$ cat src/rtl/fwd_scoreboard.sv
// Forwarding scoreboard: tracks in-flight producers (E..W) and resolves
// decode operands to forwarded data, a pending flag, or a stall.
// Ports: clk/reset (async, active-low); issue_* describe the decode
// instruction; rd_addr/rd_tuse/rf_data are per read port; res_data holds
// the stage results; fwd_data/fwd_pend are per port; stall and stall_cnt.
module fwd_scoreboard #(
    parameter int DATA_W = 32,
    parameter int REG_AW = 5,
    parameter int STAGES = 3,
    parameter int NREAD  = 2,
    parameter int TW     = 2
) (
    input  logic                     clk,
    input  logic                     reset,
    input  logic                     issue_valid,
    input  logic [REG_AW-1:0]        issue_dst,
    input  logic [TW-1:0]            issue_tnew,
    input  logic [NREAD*REG_AW-1:0]  rd_addr,
    input  logic [NREAD*TW-1:0]      rd_tuse,
    input  logic [NREAD*DATA_W-1:0]  rf_data,
    input  logic [STAGES*DATA_W-1:0] res_data,
    output logic [NREAD*DATA_W-1:0]  fwd_data,
    output logic [NREAD-1:0]         fwd_pend,
    output logic                     stall,
    output logic [15:0]              stall_cnt
);

    logic [STAGES-1:0]             valid_q, valid_d;
    logic [STAGES-1:0][REG_AW-1:0] dst_q, dst_d;
    logic [STAGES-1:0][TW-1:0]     tnew_q, tnew_d;
    logic [15:0]                   stall_cnt_q, stall_cnt_d;
    logic [NREAD-1:0]              stall_req;

    always_comb begin : resolve
        logic              hit;
        logic [TW-1:0]     hit_tnew;
        logic [DATA_W-1:0] hit_data;
        logic [REG_AW-1:0] addr;
        logic [TW-1:0]     tuse;
        fwd_data  = rf_data;
        fwd_pend  = '0;
        stall_req = '0;
        hit       = 1'b0;
        hit_tnew  = '0;
        hit_data  = '0;
        addr      = '0;
        tuse      = '0;
        for (int p = 0; p < NREAD; p++) begin
            hit      = 1'b0;
            hit_tnew = '0;
            hit_data = '0;
            addr     = rd_addr[p*REG_AW +: REG_AW];
            tuse     = rd_tuse[p*TW +: TW];
            // Scan oldest to youngest so the youngest match wins.
            for (int k = STAGES - 1; k >= 0; k--) begin
                if (valid_q[k] && dst_q[k] == addr && addr != '0) begin
                    hit      = 1'b1;
                    hit_tnew = tnew_q[k];
                    hit_data = res_data[k*DATA_W +: DATA_W];
                end
            end
            if (hit) begin
                if (hit_tnew == '0) begin
                    fwd_data[p*DATA_W +: DATA_W] = hit_data;
                end else if (hit_tnew <= tuse) begin
                    fwd_pend[p] = 1'b1;
                end else begin
                    stall_req[p] = 1'b1;
                end
            end
        end
    end

    assign stall     = issue_valid && (|stall_req);
    assign stall_cnt = stall_cnt_q;

    always_comb begin : shift
        valid_d     = '0;
        dst_d       = '0;
        tnew_d      = '0;
        stall_cnt_d = stall_cnt_q;
        // Entry 0 takes the decode instruction or a bubble.
        if (issue_valid && !stall) begin
            valid_d[0] = 1'b1;
            dst_d[0]   = issue_dst;
            tnew_d[0]  = issue_tnew;
        end
        for (int k = 1; k < STAGES; k++) begin
            valid_d[k] = valid_q[k-1];
            dst_d[k]   = dst_q[k-1];
            tnew_d[k]  = (tnew_q[k-1] == '0) ? '0 : tnew_q[k-1] - TW'(1);
        end
        if (stall && stall_cnt_q != 16'hFFFF) begin
            stall_cnt_d = stall_cnt_q + 16'd1;
        end
    end

    always_ff @(posedge clk or negedge reset) begin
        if (!reset) begin
            valid_q     <= '0;
            dst_q       <= '0;
            tnew_q      <= '0;
            stall_cnt_q <= '0;
        end else begin
            valid_q     <= valid_d;
            dst_q       <= dst_d;
            tnew_q      <= tnew_d;
            stall_cnt_q <= stall_cnt_d;
        end
    end

endmodule

$ cat config.mk
export PLATFORM = sky130hd
export DESIGN_NAME = fwd_scoreboard
export DESIGN_NICKNAME = d
export VERILOG_FILES = /design/src/rtl/fwd_scoreboard.sv
export SDC_FILE = /design/constraint.sdc
export NUM_CORES = 1
export LEC_CHECK = 0
export ABC_AREA = 0
export BUFFER_PORTS_ARGS = -buffer_cell sky130_fd_sc_hd__buf_2
export CAP_MARGIN = 10
export CORE_MARGIN = 4
export CORE_UTILIZATION = 25
export CTS_CLUSTER_DIAMETER = 120
export DETAILED_ROUTE_END_ITERATION = 6
export PLACE_DENSITY = 0.51
export SYNTH_ARGS = -nofsm -noshare
export SYNTH_HDL_FRONTEND = slang
export SYNTH_SLANG_ARGS = --single-unit
$ cat constraint.sdc
create_clock -name clk -period 4.7 [get_ports clk]
set_input_delay 0.94 -clock clk [delete_from_list [all_inputs] [get_ports clk]]
set_output_delay 0.94 -clock clk [all_outputs]
set_load 0.02 [all_outputs]
==> Implementation_results.wiki <==
{| class="wikitable"
! Metric !! Value
|-
| Via/cell ratio || 5.64
|-
| GPL Wtd Cong || 0.937
|-
| First-pass GRT wire length || 31500 um
|-
| Netlist area before placement || 4290 um2
|-
| Combinational Power Share || 33.8%
|-
| Number of different library cells in the post-synthesis netlist || 43
|-
| Count of endpoints failing hold in the final timing report || 0
|-
| DRC violations left || 0
|-
| DIE AREA || 19300 um2
|-
| Setup repair after global routing missed its margin || false
|-
| Arrival time worst endpoint || 3610 ps
|-
| Proportion of power drawn by the clock network || 37.7%
|-
| Largest fanout on the critical path || 10
|-
| Total track usage || 19.9%
|-
| Worst-margin pin slew || 941 ps
|-
| Tightest Hold Check Type || register to register
|-
| Area contributors post-synth || sky130_fd_sc_hd__dfrtp_1 (23%), sky130_fd_sc_hd__a221oi_1 (13%), sky130_fd_sc_hd__nor4_1 (11%)
|-
| Critical path type || input pin to output pin
|-
| Hold endpoint || valid_q[1]
|-
| Hold Slack || 409 ps
|-
| Main synth FF type || sky130_fd_sc_hd__dfrtp_1
|-
| Start point of the worst min-delay path || valid_q[0]
|-
| Maximum buffer depth of the clock tree || 2
|-
| Worst-Skew Late Latency || 280 ps
|-
| Worst IR Drop VDD || 185 uV
|-
| Number of enable-type register cells in the synthesized netlist || 0
|-
| I/O pin count || 267
|-
| Fraction of power spent switching nets || 32.2%
|-
| Internal cell power || 0.000895 W
|-
| Setup total negative slack || 0 ps
|-
| Post-layout min period || 4550 ps
|-
| Y dimension of the die || 139 um
|-
| Cell accounting for the most synthesized area || sky130_fd_sc_hd__dfrtp_1
|-
| Number of routed nets with antenna violations || 0
|-
| Commonest cells after routing, fill and taps aside || sky130_fd_sc_hd__buf_2 (266), sky130_fd_sc_hd__nand2_1 (73), sky130_fd_sc_hd__nor4_1 (72)
|-
| Yosys Warn Count || 0
|-
| Seq cells post-synth || 40
|-
| Root Buffer || sky130_fd_sc_hd__clkbuf_16
|-
| Port buffer count || 266
|-
| Antenna diode count || 0
|-
| Post-synthesis instance total || 520
|-
| Pin count of the biggest net entering global routing || 51
|-
| Routed WL per cell || 20.8 um
|-
| Core footprint || 16700 um2
|-
| Via total after detailed routing || 5579
|-
| Register clock-pin slew on the reported worst setup and hold paths || 60 ps
|-
| Total routed wirelength || 20600 um
|-
| Run status || finished, final reports clean
|-
| Number of post-CTS setup repair buffers || 0
|-
| Most common cell after layout, fill and taps aside || sky130_fd_sc_hd__buf_2
|-
| Initial antenna violation count || 1
|-
| Reported leakage power || 2.81 nW
|-
| Share of post-route cells with drive strength above 1 || 46.8%
|-
| Worst-case clock skew || 5.59 ps
|-
| Number of H-tree levels || 2
|-
| Sequential share of the synthesized area || 23.4%
|-
| Max transition margin || 37.3%
|-
| Final worst path period share || 96.9%
|-
| Area growth, synth to finish || 44.3%
|-
| Mean instance size in the synthesized netlist || 8.24 um2
|-
| CTS sink count || 40
|-
| CTS tree || built
|-
| Max Slew Vio Count || 0
|-
| Net count, final || 958
|-
| FILL cells || 1803
|-
| CTS Buf Count || 5
|-
| Hold Path Depth || 0
|-
| Pre-Repair DR Iteration Count || 5
|-
| Kind of start point of the critical path || input pin
|-
| FP Rows || 47
|-
| Max-capacitance violation count || 0
|-
| Worst path required time || 3760 ps
|-
| Die width || 139 um
|-
| Reg2reg path depth || 13
|-
| Violation count after the first detailed-routing iteration || 342
|-
| Register-to-register setup slack || 1140 ps
|-
| Crit. End Element || output pin
|-
| Power Density || 213 nW/um2
|-
| Max Clk Rate || 0.220 GHz
|-
| Starting density of the core || 25.7%
|-
| Sequential Power Share || 28.5%
|-
| FF-to-FF Start || dst_d[10]
|-
| Fraction of registers with async set or reset after synthesis || 100%
|-
| Vias in the first global route || 5616
|-
| Aggregate global routing overflow || 0
|-
| Final HPWL DP || 15900 um
|-
| Reg2reg end || stall_cnt[1]
|-
| Final count of negative-setup-slack endpoints || 0
|-
| Syn_nets || 709
|-
| Yosys top cell area share || 23.4%
|-
| Switching power total || 0.000425 W
|}
==> cell type report <==
cell class	instances	area [um2]	area share, %
multi-input combinational	415	3020	48.8
timing repair buffer	300	1650	26.7
sequential	40	1000	16.2
tap	220	275	4.45
clock buffer	5	125	2.02
clock inverter	3	90.1	1.46
inverter	7	26.3	0.425
==> how the worst max path moves through the flow <==
| stage | startpoint | to | depth (start not counted) |
|---|---|---|---|
| 6_report | rd_addr[5] | fwd_data[48] | 11 |
| 3_5_place_dp | rd_addr[0] | fwd_data[30] | 10 |
| 2_1_floorplan | rd_addr[1] | stall | 11 |
| 5_1_grt | rd_addr[5] | fwd_data[48] | 11 |
| 4_1_cts | rd_addr[0] | fwd_data[30] | 10 |
| 3_3_place_gp | rd_addr[0] | fwd_data[30] | 10 |
==> timing repair <==
item	CTS	global route
hold buffers	0	0
resized for setup	0	2
setup endpoints to repair	0	8
==> stage by stage <==
stage	cells	util (%)	total power [W]	worst slack (ps)	cell area, um2
2_1_floorplan	520	-	0.000617	383	4290
3_3_place_gp	982	35.7	0.000830	140	5960
3_5_place_dp	982	35.7	0.000830	125	5960
4_1_cts	990	37.0	0.00134	118	6170
5_1_grt	990	37.0	0.00139	54.9	6180
6_report	990	37.0	0.00132	146	6180
==> Yosys cell counts, types with 2 or more instances <==
cell type,instances
sky130_fd_sc_hd__o31ai_1,37
sky130_fd_sc_hd__nor3_1,13
sky130_fd_sc_hd__nand4_1,12
sky130_fd_sc_hd__nor4b_1,2
sky130_fd_sc_hd__a21o_1,2
sky130_fd_sc_hd__nor4_1,72
sky130_fd_sc_hd__buf_2,9
sky130_fd_sc_hd__nand2_1,73
sky130_fd_sc_hd__a311oi_1,3
sky130_fd_sc_hd__inv_1,7
sky130_fd_sc_hd__buf_6,6
sky130_fd_sc_hd__buf_4,3
sky130_fd_sc_hd__xor2_1,17
sky130_fd_sc_hd__a221oi_1,64
sky130_fd_sc_hd__a21oi_1,4
sky130_fd_sc_hd__ha_1,5
sky130_fd_sc_hd__and2_1,6
sky130_fd_sc_hd__clkbuf_1,40
sky130_fd_sc_hd__and3_1,13
sky130_fd_sc_hd__nand3_1,4
sky130_fd_sc_hd__dfrtp_1,40
sky130_fd_sc_hd__nor2b_1,2
sky130_fd_sc_hd__nor2_1,11
sky130_fd_sc_hd__or2_2,3
sky130_fd_sc_hd__xnor2_1,27
sky130_fd_sc_hd__o31ai_2,27
sky130_fd_sc_hd__nor4b_2,2
==> sequential cells by signal, indices dropped and copies added, names as in the netlist <==
name and flops:
stall_cnt 16, dst_d 10, tnew_q 6, dst_q 5
valid_q 3
==> power groups by stage <==
stage	clock [W]	combinational, W	sequential [W]
after floorplan	0	0.000232	0.000385
after global placement	0	0.000447	0.000383
final	0.000497	0.000446	0.000377
after detailed placement	0	0.000447	0.000383
after CTS	0.000510	0.000448	0.000377
after global routing	0.000525	0.000481	0.000379
==> critical path: stages <==
cell	delay, ps
sky130_fd_sc_hd__buf_2	130
sky130_fd_sc_hd__or4_1	570
sky130_fd_sc_hd__nor2_4	150
sky130_fd_sc_hd__buf_4	170
sky130_fd_sc_hd__nor3_4	60
sky130_fd_sc_hd__a311oi_2	330
sky130_fd_sc_hd__o22ai_1	160
sky130_fd_sc_hd__a21o_2	340
sky130_fd_sc_hd__buf_4	220
sky130_fd_sc_hd__o31ai_1	320
sky130_fd_sc_hd__buf_2	230
==> cell families (layout without fill, tap and decap cells) <==
kind of cell               count (synthesis)  count (layout)  share of synthesized area (%)
DFF                                       40              40                           23.4
AOI/OAI and AO/OA                        143             143                           30.4
xor gates and xnor gates                  44              44                           8.99
buffers and inverters                     65             315                           7.27
muxes                                      2               2                          0.613
and+or+nand+nor                          221             221                           27.9
adders and majority gates                  5               5                           1.46
==> layer usage <==
metal	GRT usage, %	routed length, um	vias up
li1	-	-	2583
met1	25.0	8330	2666
met2	34.2	9970	290
met3	4.07	1680	38
met4	6.02	571	2
met5	0	12	-
No activity file was read; power rests on OpenSTA's default activity.
